==> config.mk <==
export PLATFORM = sky130hd
export DESIGN_NAME = lpor_rca_hd_monitor
export DESIGN_NICKNAME = d
export VERILOG_FILES = /design/src/rtl/lpor_rca_pkg.sv /design/src/rtl/lpor_rca_hd_monitor_popcount.sv /design/src/rtl/lpor_rca_hd_monitor.sv
export SDC_FILE = /design/constraint.sdc
export NUM_CORES = 1
export LEC_CHECK = 0
export ABC_AREA = 1
export CORE_ASPECT_RATIO = 1.25
export CORE_MARGIN = 2
export CORE_UTILIZATION = 44
export DETAILED_ROUTE_END_ITERATION = 10
export DONT_BUFFER_PORTS = 1
export SETUP_SLACK_MARGIN = 0.05
export SYNTH_ARGS = -nofsm -noshare
export SYNTH_HDL_FRONTEND = slang
export SYNTH_SLANG_ARGS = --single-unit
==> constraint.sdc <==
create_clock -name clk_i -period 16 [get_ports clk_i]
set_input_delay 1.6 -clock clk_i [delete_from_list [all_inputs] [get_ports clk_i]]
set_output_delay 1.6 -clock clk_i [all_outputs]
set_load 0.01 [all_outputs]
==> src/rtl/lpor_rca_pkg.sv <==
// lpor_rca_pkg: shared definitions for the lower-part-OR ripple-carry adder
// (LOA) family and its response monitor.
//   - mon_state_e : monitor FSM states (IDLE, RUN, DRAIN, DONE)
//   - RES_W / HD_W / SEL_W : result, Hamming-distance and bit-select widths
//     for the default 16-bit, 8-bit-lower-part configuration
//   - PIPE_LAT : transfer-to-statistics latency of the monitor
//   - lpor_golden(a, b) : reference approximate sum for the default config
package lpor_rca_pkg;

  localparam int LPOR_WIDTH   = 16;
  localparam int LPOR_LOWER_W = 8;
  localparam int RES_W        = LPOR_WIDTH + 1;
  localparam int HD_W         = $clog2(LPOR_WIDTH + 2);
  localparam int SEL_W        = $clog2(LPOR_WIDTH + 1);
  localparam int PIPE_LAT     = 3;

  typedef enum logic [1:0] {
    ST_IDLE  = 2'd0,
    ST_RUN   = 2'd1,
    ST_DRAIN = 2'd2,
    ST_DONE  = 2'd3
  } mon_state_e;

  // Lower part is a plain OR; the upper part is a true add whose carry-in is
  // the AND of the two most significant lower-part bits.
  function automatic logic [RES_W-1:0] lpor_golden(input logic [LPOR_WIDTH-1:0] a,
                                                   input logic [LPOR_WIDTH-1:0] b);
    logic [LPOR_WIDTH-LPOR_LOWER_W:0] hi;
    hi = {1'b0, a[LPOR_WIDTH-1:LPOR_LOWER_W]}
       + {1'b0, b[LPOR_WIDTH-1:LPOR_LOWER_W]}
       + {{(LPOR_WIDTH-LPOR_LOWER_W){1'b0}}, (a[LPOR_LOWER_W-1] & b[LPOR_LOWER_W-1])};
    return {hi, (a[LPOR_LOWER_W-1:0] | b[LPOR_LOWER_W-1:0])};
  endfunction

endpackage

==> src/rtl/lpor_rca_hd_monitor_popcount.sv <==
// lpor_popcount: N-input population count with a registered result.
//   clk_i   : clock, rising edge
//   rst_i   : asynchronous active-high reset (clears the count)
//   vec_i   : N-bit input vector
//   count_o : number of set bits in vec_i, one cycle later
module lpor_popcount
  import lpor_rca_pkg::*;
#(
  parameter int N = 17
) (
  input  logic                       clk_i,
  input  logic                       rst_i,
  input  logic [N-1:0]               vec_i,
  output logic [$clog2(N+1)-1:0]     count_o
);

  localparam int CW = $clog2(N + 1);

  logic [CW-1:0] w_count;

  // Adder chain over all input bits.
  always_comb begin
    w_count = CW'(0);
    for (int i = 0; i < N; i++) begin
      w_count = w_count + CW'(vec_i[i]);
    end
  end

  // Result register.
  always_ff @(posedge clk_i or posedge rst_i) begin
    if (rst_i) begin
      count_o <= CW'(0);
    end else begin
      count_o <= w_count;
    end
  end

endmodule

==> src/rtl/lpor_rca_hd_monitor.sv <==
// lpor_rca_hd_monitor: streaming response checker for the key-locked LOA.
// Recomputes the golden approximate sum of every accepted operand pair, XORs
// it with the locked adder's result and accumulates corruption statistics
// over a window of NUM_VEC vectors.
//   clk_i / rst_i          : clock, asynchronous active-high reset
//   start_i                : pulse; clears statistics and opens a window
//   vec_valid_i / _ready_o : operand/result handshake
//   add1_i, add2_i         : operands applied to the locked adder
//   dut_result_i           : locked adder result for those operands
//   busy_o / done_o        : window open or draining / window complete
//   vec_count_o, mismatch_count_o, hd_sum_o, hd_max_o : window statistics
//   bit_sel_i / bit_err_o  : per-result-bit error count readback
module lpor_rca_hd_monitor
  import lpor_rca_pkg::*;
#(
  parameter int WIDTH   = 16,
  parameter int LOWER_W = 8,
  parameter int NUM_VEC = 5000,
  parameter int CNT_W   = 16
) (
  input  logic                         clk_i,
  input  logic                         rst_i,
  input  logic                         start_i,
  input  logic                         vec_valid_i,
  output logic                         vec_ready_o,
  input  logic [WIDTH-1:0]             add1_i,
  input  logic [WIDTH-1:0]             add2_i,
  input  logic [WIDTH:0]               dut_result_i,
  output logic                         busy_o,
  output logic                         done_o,
  output logic [CNT_W-1:0]             vec_count_o,
  output logic [CNT_W-1:0]             mismatch_count_o,
  output logic [CNT_W-1:0]             hd_sum_o,
  output logic [$clog2(WIDTH+2)-1:0]   hd_max_o,
  input  logic [$clog2(WIDTH+1)-1:0]   bit_sel_i,
  output logic [CNT_W-1:0]             bit_err_o
);

  localparam int L_RES_W = WIDTH + 1;
  localparam int L_HD_W  = $clog2(WIDTH + 2);
  localparam int L_SEL_W = $clog2(WIDTH + 1);
  localparam int ACC_W   = $clog2(NUM_VEC + 1);
  localparam int UP_W    = WIDTH - LOWER_W + 1;
  localparam int SUM_W   = ((CNT_W > L_HD_W) ? CNT_W : L_HD_W) + 1;
  localparam logic [CNT_W-1:0]   CNT_MAX  = {CNT_W{1'b1}};
  localparam logic [ACC_W-1:0]   ACC_NUM  = ACC_W'(NUM_VEC);
  localparam logic [ACC_W-1:0]   ACC_LAST = ACC_W'(NUM_VEC - 1);
  localparam logic [L_SEL_W-1:0] SEL_MAX  = L_SEL_W'(WIDTH);

  // Counters stick at all-ones rather than wrapping.
  function automatic logic [CNT_W-1:0] sat_inc(input logic [CNT_W-1:0] c);
    return (c == CNT_MAX) ? c : (c + CNT_W'(1));
  endfunction

  mon_state_e             r_state;
  logic [ACC_W-1:0]       r_accepted;
  logic                   w_start;
  logic                   w_xfer;
  logic [UP_W-1:0]        w_upper;
  logic [L_RES_W-1:0]     w_golden;
  logic                   r_v1;
  logic [L_RES_W-1:0]     r_golden1;
  logic [L_RES_W-1:0]     r_dut1;
  logic [L_RES_W-1:0]     w_diff;
  logic                   r_v2;
  logic [L_RES_W-1:0]     r_diff2;
  logic [L_HD_W-1:0]      w_pop;
  logic [CNT_W-1:0]       r_vec_count;
  logic [CNT_W-1:0]       r_mismatch;
  logic [CNT_W-1:0]       r_hd_sum;
  logic [L_HD_W-1:0]      r_hd_max;
  logic [CNT_W-1:0]       r_bit_err [L_RES_W];
  logic [SUM_W-1:0]       w_sum_wide;
  logic [CNT_W-1:0]       w_sum_sat;

  // start_i only opens a window from IDLE or DONE; ready never looks at valid.
  assign w_start     = start_i && ((r_state == ST_IDLE) || (r_state == ST_DONE));
  assign vec_ready_o = (r_state == ST_RUN) && (r_accepted < ACC_NUM);
  assign w_xfer      = vec_valid_i && vec_ready_o;

  // Golden LOA sum (same rule as lpor_golden, at this instance's widths).
  always_comb begin
    w_upper  = {1'b0, add1_i[WIDTH-1:LOWER_W]} + {1'b0, add2_i[WIDTH-1:LOWER_W]}
             + UP_W'(add1_i[LOWER_W-1] & add2_i[LOWER_W-1]);
    w_golden = {w_upper, (add1_i[LOWER_W-1:0] | add2_i[LOWER_W-1:0])};
  end

  // Window FSM and accepted-transfer counter.
  always_ff @(posedge clk_i or posedge rst_i) begin
    if (rst_i) begin
      r_state    <= ST_IDLE;
      r_accepted <= ACC_W'(0);
    end else begin
      case (r_state)
        ST_IDLE, ST_DONE: begin
          if (w_start) begin
            r_state    <= ST_RUN;
            r_accepted <= ACC_W'(0);
          end
        end
        ST_RUN: begin
          if (w_xfer) begin
            r_accepted <= r_accepted + ACC_W'(1);
            if (r_accepted == ACC_LAST) begin
              r_state <= ST_DRAIN;
            end
          end
        end
        ST_DRAIN: begin
          // Both stage valids low means the last vector has been accumulated.
          if (!r_v1 && !r_v2) begin
            r_state <= ST_DONE;
          end
        end
        default: r_state <= ST_IDLE;
      endcase
    end
  end

  // Stages S1 (golden + result capture) and S2 (difference capture).
  always_ff @(posedge clk_i or posedge rst_i) begin
    if (rst_i) begin
      r_v1      <= 1'b0;
      r_golden1 <= {L_RES_W{1'b0}};
      r_dut1    <= {L_RES_W{1'b0}};
      r_v2      <= 1'b0;
      r_diff2   <= {L_RES_W{1'b0}};
    end else begin
      r_v1      <= w_xfer;
      r_golden1 <= w_golden;
      r_dut1    <= dut_result_i;
      r_v2      <= r_v1;
      r_diff2   <= w_diff;
    end
  end

  assign w_diff = r_golden1 ^ r_dut1;

  // Registered Hamming distance, aligned with r_diff2 / r_v2.
  lpor_popcount #(.N(L_RES_W)) u_popcount (
    .clk_i   (clk_i),
    .rst_i   (rst_i),
    .vec_i   (w_diff),
    .count_o (w_pop)
  );

  // Saturating Hamming-distance accumulation.
  always_comb begin
    w_sum_wide = SUM_W'(r_hd_sum) + SUM_W'(w_pop);
    if (w_sum_wide > SUM_W'(CNT_MAX)) begin
      w_sum_sat = CNT_MAX;
    end else begin
      w_sum_sat = w_sum_wide[CNT_W-1:0];
    end
  end

  // Stage S3: statistics update; cleared when a window opens.
  always_ff @(posedge clk_i or posedge rst_i) begin
    if (rst_i) begin
      r_vec_count <= CNT_W'(0);
      r_mismatch  <= CNT_W'(0);
      r_hd_sum    <= CNT_W'(0);
      r_hd_max    <= L_HD_W'(0);
      for (int i = 0; i < L_RES_W; i++) begin
        r_bit_err[i] <= CNT_W'(0);
      end
    end else if (w_start) begin
      r_vec_count <= CNT_W'(0);
      r_mismatch  <= CNT_W'(0);
      r_hd_sum    <= CNT_W'(0);
      r_hd_max    <= L_HD_W'(0);
      for (int i = 0; i < L_RES_W; i++) begin
        r_bit_err[i] <= CNT_W'(0);
      end
    end else if (r_v2) begin
      r_vec_count <= sat_inc(r_vec_count);
      if (w_pop != L_HD_W'(0)) begin
        r_mismatch <= sat_inc(r_mismatch);
      end
      r_hd_sum <= w_sum_sat;
      if (w_pop > r_hd_max) begin
        r_hd_max <= w_pop;
      end
      for (int i = 0; i < L_RES_W; i++) begin
        if (r_diff2[i]) begin
          r_bit_err[i] <= sat_inc(r_bit_err[i]);
        end
      end
    end
  end

  // Per-bit readback; out-of-range selects read as zero.
  always_comb begin
    bit_err_o = CNT_W'(0);
    if (bit_sel_i <= SEL_MAX) begin
      bit_err_o = r_bit_err[bit_sel_i];
    end else begin
      bit_err_o = CNT_W'(0);
    end
  end

  assign busy_o           = (r_state == ST_RUN) || (r_state == ST_DRAIN);
  assign done_o           = (r_state == ST_DONE);
  assign vec_count_o      = r_vec_count;
  assign mismatch_count_o = r_mismatch;
  assign hd_sum_o         = r_hd_sum;
  assign hd_max_o         = r_hd_max;

endmodule

==> run_results.csv <==
group,metric,value,unit
status,status,"complete, no violations",
logic_synthesis,ys_seq_elements,398,
placement,dp_hpwl,55.7,mm
route,detail_route.iter0.violations,1701,
setup_path,critical_path.endpoint_type,"primary output",
floorplan,die-height,281,um
finish,num-nets-final,3961,
cts,numClockSinks,398,
route,avgRoutedWirePerCell,16.7,um
floorplan,die_width,226,um
global_routing,grt_usage,24.8,%
floorplan,core_area,60800,sq um
cts,cts-hold-fix-buffers,0,
cts,clkLatencyLatePin,590,ps
power_and_ir_drop,power,3960,uW
setup_path,critPathArrivalTime,3720,ps
setup_path,critical_path_peak_fanout,135,
logic_synthesis,synth_top_cells_by_count,"nand2_1, inv_1, dfrtp_1",
timing,report.final.hold_viol_count,0,
timing,fin_tns_setup,0,ps
cts,clock_path_buffers,3,
run,max-cap-violations,0,
logic_synthesis,async_flop_share,100,%
setup_path,critical_path_required,14400,ps
route,via_count_normalized_by_instance_count,5.32,
finish,areaGrowthSynthToFinish,7.12,%
floorplan,std_cell_rows,101,
route,detail_route.wirelength,78.3,mm
setup_path,ws_path_type,"in -> out",
logic_synthesis,synthDistinctLibCells,48,
floorplan,design.die.area,63600,sq um
logic_synthesis,synth-edff-count,0,
timing,finalCriticalPeriod,5320,ps
logic_synthesis,syn-instance-count,3925,
cts,cts_resized,0,
timing,worst_slew_margin_rel,15.7,%
logic_synthesis,synth.net_count,4044,
placement,pre_cts_ws,10720,ps
logic_synthesis,most_numerous_cell_in_the_yosys_netlist,"nand2_1",
finish,layout.cells.non_filler,4699,
global_routing,antenna_found_initial,2,
cts,tritoncts,"built",
route,drc,0,
global_routing,global_route_wire_length_before_repair,127,mm
timing,rsz0062_at_grt,"no",
timing,layout_worst_path_cycle_share,33.2,%
cts,cts-buffers-inserted,47,
setup_path,startpoint_type_of_the_worst_setup_path,"input port",
timing,fmax,188,MHz
global_routing,largest_net_degree_at_the_start_of_global_routing,140,
global_routing,first_global_vias,23274,
placement,finalWeightedCongestion,0.986,
power_and_ir_drop,power.density,136,nW/um^2
finish,share_of_post_route_cells_with_drive_strength_above_1,5.21,%
logic_synthesis,synthesis.yosys.warnings,0,
logic_synthesis,yosysTopAreaCell,"dfrtp_1",
logic_synthesis,synth.avg_cell_area,6.90,sq um
timing,slack_of_the_critical_path,10680,ps
timing,finalMaxSlewViolations,0,
cts,cts_setup_buffers,0,
route,dr.pass1.iters,6,
logic_synthesis,post_synth_main_area_contributors,"dfrtp_1, nand2_1, nand3_1",
global_routing,grt_remaining_overflow,0,
placement,total_placed_cells_including_tap_cells,4617,
logic_synthesis,synth_seq_area_share,36.8,%
route,ant_nets,0,
power_and_ir_drop,peakVddDrop,0.245,mV
timing,timing_worst_slew_pin_value,1260,ps
logic_synthesis,dominantRegCellSynth,"dfrtp_1",
logic_synthesis,syn-cell-area,27100,sq um
cts,cts_htree_levels,2,
route,vias,25008,
min_path,hold_path.class,"reg -> reg",
floorplan,effective_utilization_at_floorplan,44.6,%
finish,number_of_diodes,0,
cts,cts.root.buffer_cell,"clkbuf_16",
power_and_ir_drop,total_leakage_power,0.0128,uW
timing,finClkSkew,13.1,ps
logic_synthesis,post-synth-top-area-fraction,36.8,%
floorplan,io-pin-count,130,
timing,setup_viol,0,
placement,port-buffer-count,0,
cts,clkTransAtPathRegs,60,ps
routing by layer:
| metal | vias up | GRT usage (%) | part of all wire [%] | wire length [um] |
|---|---|---|---|---|
| met5 | - | 0 | 0 | 0 |
| met4 | 0 | 10.8 | 4.3 | 3350 |
| met3 | 164 | 3.26 | 4.8 | 3720 |
| met2 | 597 | 41.6 | 47 | 37100 |
| met1 | 11606 | 32.1 | 44 | 34100 |
| li1 | 12641 | - | - | - |
layout by cell type, fill, tap and decap left out, types with 11 or more instances in the layout:
cell,count
ha_1,47
o21ai_1,66
nand3_2,17
o21bai_1,17
nor3_1,110
o22ai_1,11
inv_1,409
fa_1,14
xor2_1,110
o211ai_1,16
nor3_2,15
nand3_1,387
or2_2,38
clkbuf_16,49
nand2_1,1087
o21ai_0,343
nand3b_1,13
a21oi_1,107
dfrtp_1,398
nor2_1,382
nand4_1,131
worst max-delay path, stage by stage:
cell and delay (ps):
inv_4 700, nand3_1 600, o21ai_0 320, inv_1 60
nor2_1 380
path summary, 6_finish.rpt:
path / from / to / slack [ps] / cells after the start
min in group asynchronous: rst_i / hd_max_o[3] / 910 / 1
worst min-delay path: r_v1 / r_v2 / 380 / 0
worst max-delay path: bit_sel_i[0] / bit_err_o[9] / 10680 / 5
max in group asynchronous: rst_i / r_bit_err[201] / 12890 / 3
worst min register to register: r_v1 / r_v2 / 380 / 0
worst max register to register: r_state[0] / r_bit_err[72] / 11770 / 11
metrics by stage:
| step | hold slack (ps) | instance area [sq um] | util (%) |
|---|---|---|---|
| 6_report | 377 | 29000 | 47.7 |
| 5_1_grt | 407 | 29000 | 47.7 |
| 4_1_cts | 381 | 29000 | 47.7 |
| 3_5_place_dp | 371 | 27400 | 45.1 |
| 3_3_place_gp | 360 | 27400 | 45.1 |
| 2_1_floorplan | 355 | 27100 | - |
report_power, final:
part	leakage, uW	total, uW	internal (uW)	switching, uW
sequential	0.00535	1420	1180	232
clock	0.000792	1140	679	459
combinational	0.00669	1400	397	1010
total	0.0128	3960	2260	1700
area by class of cell:
type / instances / area, sq um
well taps: 824 / 1030
clock inverters: 17 / 224
multi-input cells: 2966 / 14700
fillers: 6233 / 31800
clock buffers: 65 / 1380
repair buffers: 9 / 80.1
flip-flops and latches: 398 / 9960
inverters: 420 / 1590
flip-flops by register name (all words and copies together) (netlist names), 13 cells and up:
register          count
r_bit_err           272
r_diff2              17
hd_sum_o             16
mismatch_count_o     16
r_accepted           13
r_golden1            17
r_dut1               17
vec_count_o          16
cell families (layout without fill, tap and decap cells):
family,after synthesis,after routing,synth area share (%)
compound gates,573,573,11.1
xor+xnor,120,120,3.88
fa+ha+maj,61,61,3.21
buf+inv,561,511,8.82
flops,398,398,36.8
simple gates,2212,2212,36.2
(Power assumes the default switching activity.)
